## config.mk

```make
export PLATFORM = sky130hd
export DESIGN_NAME = bram_wr_packer
export DESIGN_NICKNAME = d
export VERILOG_FILES = /design/src/rtl/bram_wr_packer_pkg.sv /design/src/rtl/bram_wr_packer_packer.sv /design/src/rtl/bram_wr_packer.sv
export SDC_FILE = /design/constraint.sdc
export NUM_CORES = 2
export LEC_CHECK = 0
export ABC_AREA = 1
export CORE_AREA = 2 2 422 424
export CTS_CLUSTER_DIAMETER = 200
export CTS_CLUSTER_SIZE = 20
export DETAILED_ROUTE_END_ITERATION = 6
export DIE_AREA = 0 0 424 426
export DONT_BUFFER_PORTS = 1
export SYNTH_ARGS = -nofsm -noshare
export SYNTH_HDL_FRONTEND = slang
export SYNTH_SLANG_ARGS = --single-unit
```

## constraint.sdc

```tcl
create_clock -name clk_i -period 6.85 [get_ports clk_i]
set_input_delay 1.37 -clock clk_i [delete_from_list [all_inputs] [get_ports clk_i]]
set_output_delay 1.37 -clock clk_i [all_outputs]
set_load 0.05 [all_outputs]
```

## src/rtl/bram_wr_packer_pkg.sv

```systemverilog
// Shared definitions for the BRAM write-side feeders: write FSM states and
// the beats-per-block relation between stream width and block width.
package bram_wr_packer_pkg;

    typedef enum logic [1:0] {
        IDLE     = 2'd0,
        ISSUE    = 2'd1,
        WAIT_FIN = 2'd2
    } wr_state_t;

    localparam int DEF_IN_WIDTH  = 32;
    localparam int DEF_BLK_WIDTH = 512;
    localparam int DEF_N         = DEF_BLK_WIDTH / DEF_IN_WIDTH;

    function automatic int beats_per_block(input int blk_width, input int in_width);
        return blk_width / in_width;
    endfunction

endpackage

```

## src/rtl/bram_wr_packer_packer.sv

```systemverilog
// Packs narrow stream beats LSB-first into one block-wide accumulator and
// reports when a completed block is available for the hold register.
module stream_word_packer
    import bram_wr_packer_pkg::*;
#(
    parameter int IN_WIDTH  = 32,
    parameter int BLK_WIDTH = 512
) (
    input  logic                 clk,
    input  logic                 rst_n,
    input  logic [IN_WIDTH-1:0]  beat_data,
    input  logic                 beat_accept,
    input  logic                 beat_last,
    input  logic                 take,
    output logic                 acc_full,
    output logic                 blk_ready,
    output logic [BLK_WIDTH-1:0] blk_data,
    output logic                 blk_last
);

    localparam int N     = beats_per_block(BLK_WIDTH, IN_WIDTH);
    localparam int IDX_W = (N > 1) ? $clog2(N) : 1;

    logic [IDX_W-1:0]     idx;
    logic [BLK_WIDTH-1:0] acc;
    logic [BLK_WIDTH-1:0] merged;
    logic                 acc_last;
    logic                 complete_now;

    // Lanes above idx are always zero because the accumulator is cleared on
    // every hand-off, so an early last beat yields a zero-filled block.
    always_comb begin
        merged = acc;
        merged[idx*IN_WIDTH +: IN_WIDTH] = beat_data;
    end

    assign complete_now = beat_accept && ((idx == IDX_W'(N - 1)) || beat_last);
    assign blk_ready    = acc_full || complete_now;
    assign blk_data     = acc_full ? acc : merged;
    assign blk_last     = acc_full ? acc_last : beat_last;

    always_ff @(posedge clk) begin
        if (!rst_n) begin
            idx      <= '0;
            acc      <= '0;
            acc_last <= 1'b0;
            acc_full <= 1'b0;
        end else if (take) begin
            idx      <= '0;
            acc      <= '0;
            acc_last <= 1'b0;
            acc_full <= 1'b0;
        end else if (complete_now) begin
            acc      <= merged;
            acc_last <= beat_last;
            acc_full <= 1'b1;
        end else if (beat_accept) begin
            acc <= merged;
            idx <= idx + 1'b1;
        end
    end

endmodule

```

## src/rtl/bram_wr_packer.sv

```systemverilog
// Stream-to-BRAM write feeder: a hold register and a three-state write FSM
// drive the controller while the next block is packed in parallel.
module bram_wr_packer
    import bram_wr_packer_pkg::*;
#(
    parameter int IN_WIDTH  = 32,
    parameter int BLK_WIDTH = 512,
    parameter int CNT_WIDTH = 16
) (
    input  logic                 clk_i,
    input  logic                 rst_i,
    input  logic [IN_WIDTH-1:0]  s_data_i,
    input  logic                 s_valid_i,
    input  logic                 s_last_i,
    output logic                 s_ready_o,
    output logic                 wr_en_o,
    output logic                 wr_valid_o,
    output logic [BLK_WIDTH-1:0] wr_data_o,
    input  logic                 wr_finish_i,
    output logic [CNT_WIDTH-1:0] blk_cnt_o,
    output logic                 frame_done_o
);

    wr_state_t            state;
    wr_state_t            state_nxt;
    logic                 acc_full;
    logic                 blk_ready;
    logic                 blk_last;
    logic [BLK_WIDTH-1:0] blk_data;
    logic                 beat_accept;
    logic                 hold_valid;
    logic                 hold_last;
    logic [BLK_WIDTH-1:0] hold_data;
    logic                 hold_release;
    logic                 take;
    logic [CNT_WIDTH-1:0] blk_cnt;
    logic                 frame_done;

    assign s_ready_o    = !acc_full;
    assign beat_accept  = s_valid_i && s_ready_o;
    assign hold_release = (state == WAIT_FIN) && wr_finish_i;
    assign take         = blk_ready && (!hold_valid || hold_release);

    stream_word_packer #(
        .IN_WIDTH  (IN_WIDTH),
        .BLK_WIDTH (BLK_WIDTH)
    ) u_packer (
        .clk         (clk_i),
        .rst_n       (rst_i),
        .beat_data   (s_data_i),
        .beat_accept (beat_accept),
        .beat_last   (s_last_i),
        .take        (take),
        .acc_full    (acc_full),
        .blk_ready   (blk_ready),
        .blk_data    (blk_data),
        .blk_last    (blk_last)
    );

    // Data is only replaced on a take, so it stays put through the whole write.
    always_ff @(posedge clk_i) begin
        if (!rst_i) begin
            hold_valid <= 1'b0;
            hold_last  <= 1'b0;
            hold_data  <= '0;
        end else if (take) begin
            hold_valid <= 1'b1;
            hold_last  <= blk_last;
            hold_data  <= blk_data;
        end else if (hold_release) begin
            hold_valid <= 1'b0;
        end
    end

    always_ff @(posedge clk_i) begin
        if (!rst_i) begin
            blk_cnt    <= '0;
            frame_done <= 1'b0;
        end else begin
            frame_done <= hold_release && hold_last;
            if (hold_release) begin
                blk_cnt <= blk_cnt + 1'b1;
            end
        end
    end

    always_ff @(posedge clk_i) begin
        if (!rst_i) begin
            state <= IDLE;
        end else begin
            state <= state_nxt;
        end
    end

    // A finish with another block already packed goes straight back to ISSUE.
    always_comb begin
        state_nxt  = state;
        wr_en_o    = 1'b0;
        wr_valid_o = 1'b0;
        case (state)
            IDLE: begin
                if (hold_valid) begin
                    state_nxt = ISSUE;
                end
            end
            ISSUE: begin
                wr_en_o    = 1'b1;
                wr_valid_o = 1'b1;
                state_nxt  = WAIT_FIN;
            end
            WAIT_FIN: begin
                wr_en_o = 1'b1;
                if (wr_finish_i) begin
                    state_nxt = blk_ready ? ISSUE : IDLE;
                end
            end
            default: state_nxt = IDLE;
        endcase
    end

    assign wr_data_o    = hold_data;
    assign blk_cnt_o    = blk_cnt;
    assign frame_done_o = frame_done;

endmodule

```

After elaboration in Yosys (flattened, before gate mapping)
Cells that the tools add are included.

word-level totals
  word-level logic and storage cells = 52
  register bits after elaboration = 1051

operators by class
  bitwise operators = 2
  reduce and logical (&&, ||, !) cells = 17
  add/sub/neg operators = 3
  multiplexer cells = 13
  shifts and indexed selects = 2
  equal/unequal tests = 5

operators with widths
  kind                                                                       number
  512-bit 2-to-1 mux                                                         3
  512-bit bitwise mux                                                        1
  32-bit by 34-bit variable shift with 512-bit output, first input constant  1
  32-bit by 34-bit variable part select with 512-bit output                  1
  9-bit negation with 34-bit output                                          1
  16-bit by 1-bit adder with 16-bit output, second input constant            1
  1-bit 2-to-1 mux                                                           6
  2-bit one-hot mux with 3 select lines                                      1
  1-bit logical AND                                                          5
  4-bit by 1-bit adder with 4-bit output, second input constant              1
  4-bit equality test, second input constant                                 1
  2-bit 2-to-1 mux                                                           2
  2-bit != test, second input constant                                       2
  2-bit AND reduction                                                        2
  2-bit nonzero test                                                         2
  2-bit OR reduction                                                         2
  1-bit logical OR                                                           3
  2-bit by 1-bit equality test with 1-bit output, second input constant      1
  2-bit equality test, second input constant                                 1
  1-bit logical NOT                                                          2
  2-bit logical NOT                                                          1
  1-bit inverter                                                             2

Depth between registers and ports, before layout
  depth after elaboration = 7
  gate-level depth with buffers = 15
  mapped depth without buffers = 13

Cells and area by module
Synthesis repeated with hierarchy kept, for this count alone.

second synthesis, totals
  cells, all modules = 8351
  area, all modules = 53257.3 µm²

by module, submodules not included
  module              sequential area each (µm²)  area an instance (µm²)  times used  cells an instance
  stream_word_packer  10369.9                     34510.6                 1           5985
  bram_wr_packer      10670.2                     18746.7                 1           2366

Least setup slack after synthesis
No wires, ideal clock.

  path type = reg-to-output
  from = reg u_packer.acc_full
  to = out s_ready_o
  stages on the path, launching flop included = 4
  data arrival time = 1.336 ns
  data required time = 5.480 ns
  path buffers = 2
  path slack = 4.144 ns
  cell sequence = dfxtp_1 > inv_2 > clkbuf_1 > clkbuf_1

on the way
  cells in the longest elaborated chain, start to end = 1

ends and longest elaborated chain
  element                 line                         RTL
  from (decl)             bram_wr_packer_packer.sv:15  output logic acc_full,
  from (signal assigned)  bram_wr_packer_packer.sv:47  acc_full <= 1'b0;
  from (signal assigned)  bram_wr_packer_packer.sv:52  acc_full <= 1'b0;
  from (signal assigned)  bram_wr_packer_packer.sv:56  acc_full <= 1'b1;
  1-bit logical NOT       bram_wr_packer.sv:39         assign s_ready_o = !acc_full;
  to (decl)               bram_wr_packer.sv:15         output logic s_ready_o,

Every way passes these cells.

Final worst setup path
  from = reg u_packer.acc_full
  to = reg hold_data[359], in the netlist wr_data_o[359]

on the way
  cells in the longest elaborated chain, start to end = 5

ends and longest elaborated chain
  element               line                         RTL
  1-bit logical NOT     bram_wr_packer.sv:39
  1-bit logical AND     bram_wr_packer.sv:40         assign beat_accept = s_valid_i && s_ready_o;
  1-bit logical AND     bram_wr_packer_packer.sv:37  assign complete_now = beat_accept && ((idx == IDX_W'(N - 1)) || beat_last);
  1-bit logical OR      bram_wr_packer_packer.sv:38  assign blk_ready = acc_full || complete_now;
  1-bit logical AND     bram_wr_packer.sv:42         assign take = blk_ready && (!hold_valid || hold_release);
  to (signal assigned)  bram_wr_packer.sv:69         hold_data <= blk_data;
  to (decl)             bram_wr_packer.sv:33         logic [BLK_WIDTH-1:0] hold_data;

Parallel ways exist; a longest one is shown, timed or not.
A chain may end at the register's enable or synchronous reset.

==> impl_metrics.tcl <==
set metrics [dict create \
    outcome "complete, no violations" \
    clk_pin_slew_ns 0.11 \
    rows 154 \
    drt-pass1-iter-count 6 \
    fin_nets 7448 \
    postSynthRegisterBits 1051 \
    hold_class "reg2reg" \
    holdBufCountCts 0 \
    syn_to_final_growth_pct 5.52 \
    dp.cells 9683 \
    startpoint_type "flop" \
    grt_pass1_wl_mm 304 \
    clock_sinks 1051 \
    slew_headroom 0.118 \
    crit_type "reg2reg" \
    portBuffers 0 \
    period_needed_ns 5.23 \
    max_clock_freq_mhz 191 \
    pre_cts_slack_ns 1.51 \
    synth_area_per_cell_um2 6.48 \
    grt.total_usage 0.221 \
    grt_max_degree 228 \
    drt_iter0_drc 5605 \
    clockRootBuffer "clkbuf_16" \
    syn_inst 7835 \
    ir_drop_mv 0.220 \
    finClkSkew_ns 0.0333 \
    initial_utilization 0.289 \
    die_h_um 426 \
    vias_per_cell 5.20 \
    synth_flop_cell "dfxtp_1" \
    coreArea_um2 176000 \
    ys_seq_area_frac 0.415 \
    finalHoldViolations 0 \
    vias 50700 \
    synth_edf_count 0 \
    grt-ovfl-total 0 \
    finalNonFillerCells 9749 \
    synthDistinctLibCells 32 \
    pin_count 569 \
    clk_latency_ns 0.77 \
    synth_nets 7880 \
    post_drt_wl_per_cell_um 21.5 \
    ctsHtreeMaxLevel 2 \
    dieArea_um2 181000 \
    cts_setup_buffers 0 \
    tightest_slew_ns 1.32 \
    cts_buffers 58 \
    min_period_over_period 0.763 \
    die_w_um 424 \
    synth_area_um2 50800 \
    drv_slew 0 \
    rsz0062_at_grt "no" \
    end_kind "flop" \
    ant_nets 0 \
    power.density_nw_per_um2 260 \
    drt-total-wl_mm 210 \
    worst_hold_slack_ns 0.517 \
    path_max_fanout 159 \
    synthArstFlopShare 0 \
    arrival_ns 5.92 \
    drt_drc_violations_left 0 \
    setup_tns_ns 0 \
    cap_violations 0 \
    dp_hpwl_mm 138 \
    p_leak_nw 27.1 \
    cts_tree "built" \
    crit_required_ns 7.54 \
    antenna_found_initial 10 \
    setup_viol 0 \
    gp_congestion 0.890 \
    grt_pass1_vias 45900 \
    cts_buffer_depth 3 \
    worst_slack_ns 1.62 \
    total_power_mw 13.9 \
    drive_gt1_frac 0.0251 \
    cts_resized 0 \
    synth_warnings 0 \
]
[layout by cell type (no fill, tap or decap), types with 2 or more instances in the layout]
master | netlist | routed
nor3_1 | 7 | 7
o21ai_0 | 160 | 160
o21ai_1 | 169 | 169
nor3b_1 | 3 | 3
a21oi_1 | 979 | 979
buf_12 | 0 | 14
nor2_4 | 4 | 6
xor2_1 | 4 | 4
nand3_2 | 2 | 2
ha_1 | 8 | 6
diode_2 | 0 | 3
inv_2 | 13 | 9
nand3_1 | 971 | 970
clkinv_8 | 0 | 2
nand4_1 | 202 | 202
o211ai_1 | 64 | 64
inv_1 | 1014 | 1013
nand2_2 | 5 | 3
o22ai_1 | 2 | 2
nor2_1 | 117 | 116
dfxtp_1 | 1051 | 1050
clkbuf_16 | 0 | 59
nor3_4 | 1 | 3
o21a_1 | 3 | 3
nand2_1 | 2468 | 2468
clkinv_1 | 2 | 2
inv_8 | 0 | 4
nand2_8 | 0 | 2
buf_4 | 42 | 74
[cell type report]
type                    instances  area [um2]
fillers                     19200      122000
multi-input cells            5175       23300
flip-flops and latches       1051       21000
inverters                    1029        3890
well taps                    2340        2930
clock buffers                  60        1480
repair buffers                 88         836
clock inverters                 3        43.8
diodes                          3        7.51
[synth_stat cells (2+ instances only)]
| cell | instances | area share |
|---|---|---|
| nand2_1 | 2468 | 0.18 |
| dfxtp_1 | 1051 | 0.41 |
| inv_1 | 1014 | 0.075 |
| a21oi_1 | 979 | 0.097 |
| nand3_1 | 971 | 0.096 |
| clkbuf_1 | 312 | 0.023 |
| nand4_1 | 202 | 0.025 |
| o21ai_1 | 169 | 0.017 |
| o21ai_0 | 160 | 0.016 |
| buf_2 | 142 | 0.014 |
| nor2_1 | 117 | 0.0087 |
| buf_1 | 69 | 0.0051 |
| o211ai_1 | 64 | 0.0095 |
| buf_4 | 42 | 0.0062 |
| inv_2 | 13 | 0.00096 |
| buf_6 | 12 | 0.0027 |
| ha_1 | 8 | 0.0020 |
| nor3_1 | 7 | 0.00069 |
| nand2_2 | 5 | 0.00062 |
| nor2_4 | 4 | 0.00089 |
| xor2_1 | 4 | 0.00069 |
| clkbuf_2 | 3 | 0.00030 |
| nor3b_1 | 3 | 0.00044 |
| o21a_1 | 3 | 0.00044 |
| clkinv_1 | 2 | 0.00015 |
| nand3_2 | 2 | 0.00039 |
| nor2_2 | 2 | 0.00025 |
| nor3_2 | 2 | 0.00039 |
| o22ai_1 | 2 | 0.00025 |
[routing by layer]
| metal | vias up | share of wire | global-route usage |
|---|---|---|---|
| met5 | - | 0.000095 | 0 |
| met1 | 23900 | 0.38 | 0.262 |
| met2 | 2207 | 0.45 | 0.347 |
| met3 | 524 | 0.076 | 0.0423 |
| met4 | 2 | 0.093 | 0.180 |
| li1 | 24100 | - | - |
[path summary, 6_finish.rpt]
check / startpoint / end / slack, ns / cells past startpoint
setup / recovery: u_packer.acc_full / wr_data_o[359] / 1.62 / 11
hold / removal: u_packer.acc_last / u_packer.acc_last / 0.52 / 2
setup reg to reg: u_packer.acc_full / wr_data_o[359] / 1.62 / 11
hold reg to reg: u_packer.acc_last / u_packer.acc_last / 0.52 / 2
[power breakdown]
group | switching [mW] | internal [mW]
clock network | 2.23 | 1.54
registers | 1.05 | 6.58
logic | 1.81 | 0.712
total | 5.08 | 8.83
[flip-flops by register name, indices dropped and copies added, names as in the netlist, 2 cells and up]
| register | cells |
|---|---|
| u_packer.idx | 4 |
| blk_cnt_o | 16 |
| u_packer.acc | 512 |
| state | 2 |
| wr_data_o | 512 |
[per-stage QoR]
stage / instance area, um2 / utilization
final: 53600 / 0.305
after floorplan: 50800 / -
after global routing: 53600 / 0.305
after global placement: 52000 / 0.296
after detailed placement: 52000 / 0.296
after CTS: 53500 / 0.305
[cells by family after synthesis]
group / count (synthesis) / synth area share
compound gates: 1378 / 0.139
buf+inv: 1609 / 0.127
simple gates: 3785 / 0.316
xor+xnor: 4 / 0.000690
fa+ha+maj: 8 / 0.00197
flops: 1051 / 0.415
[critical path, stage by stage, from the launching register on]
cell	delay (ns)
dfxtp_4	0.66
inv_8	0.32
nand2_8	0.66
inv_8	0.39
nand2_1	0.25
nand2_2	0.12
nand2_1	0.22
nand2_8	0.42
inv_8	0.90
buf_4	0.58
nand2_1	0.12
nand2_1	0.09
Note: power is estimated with default switching activity, not from simulation.
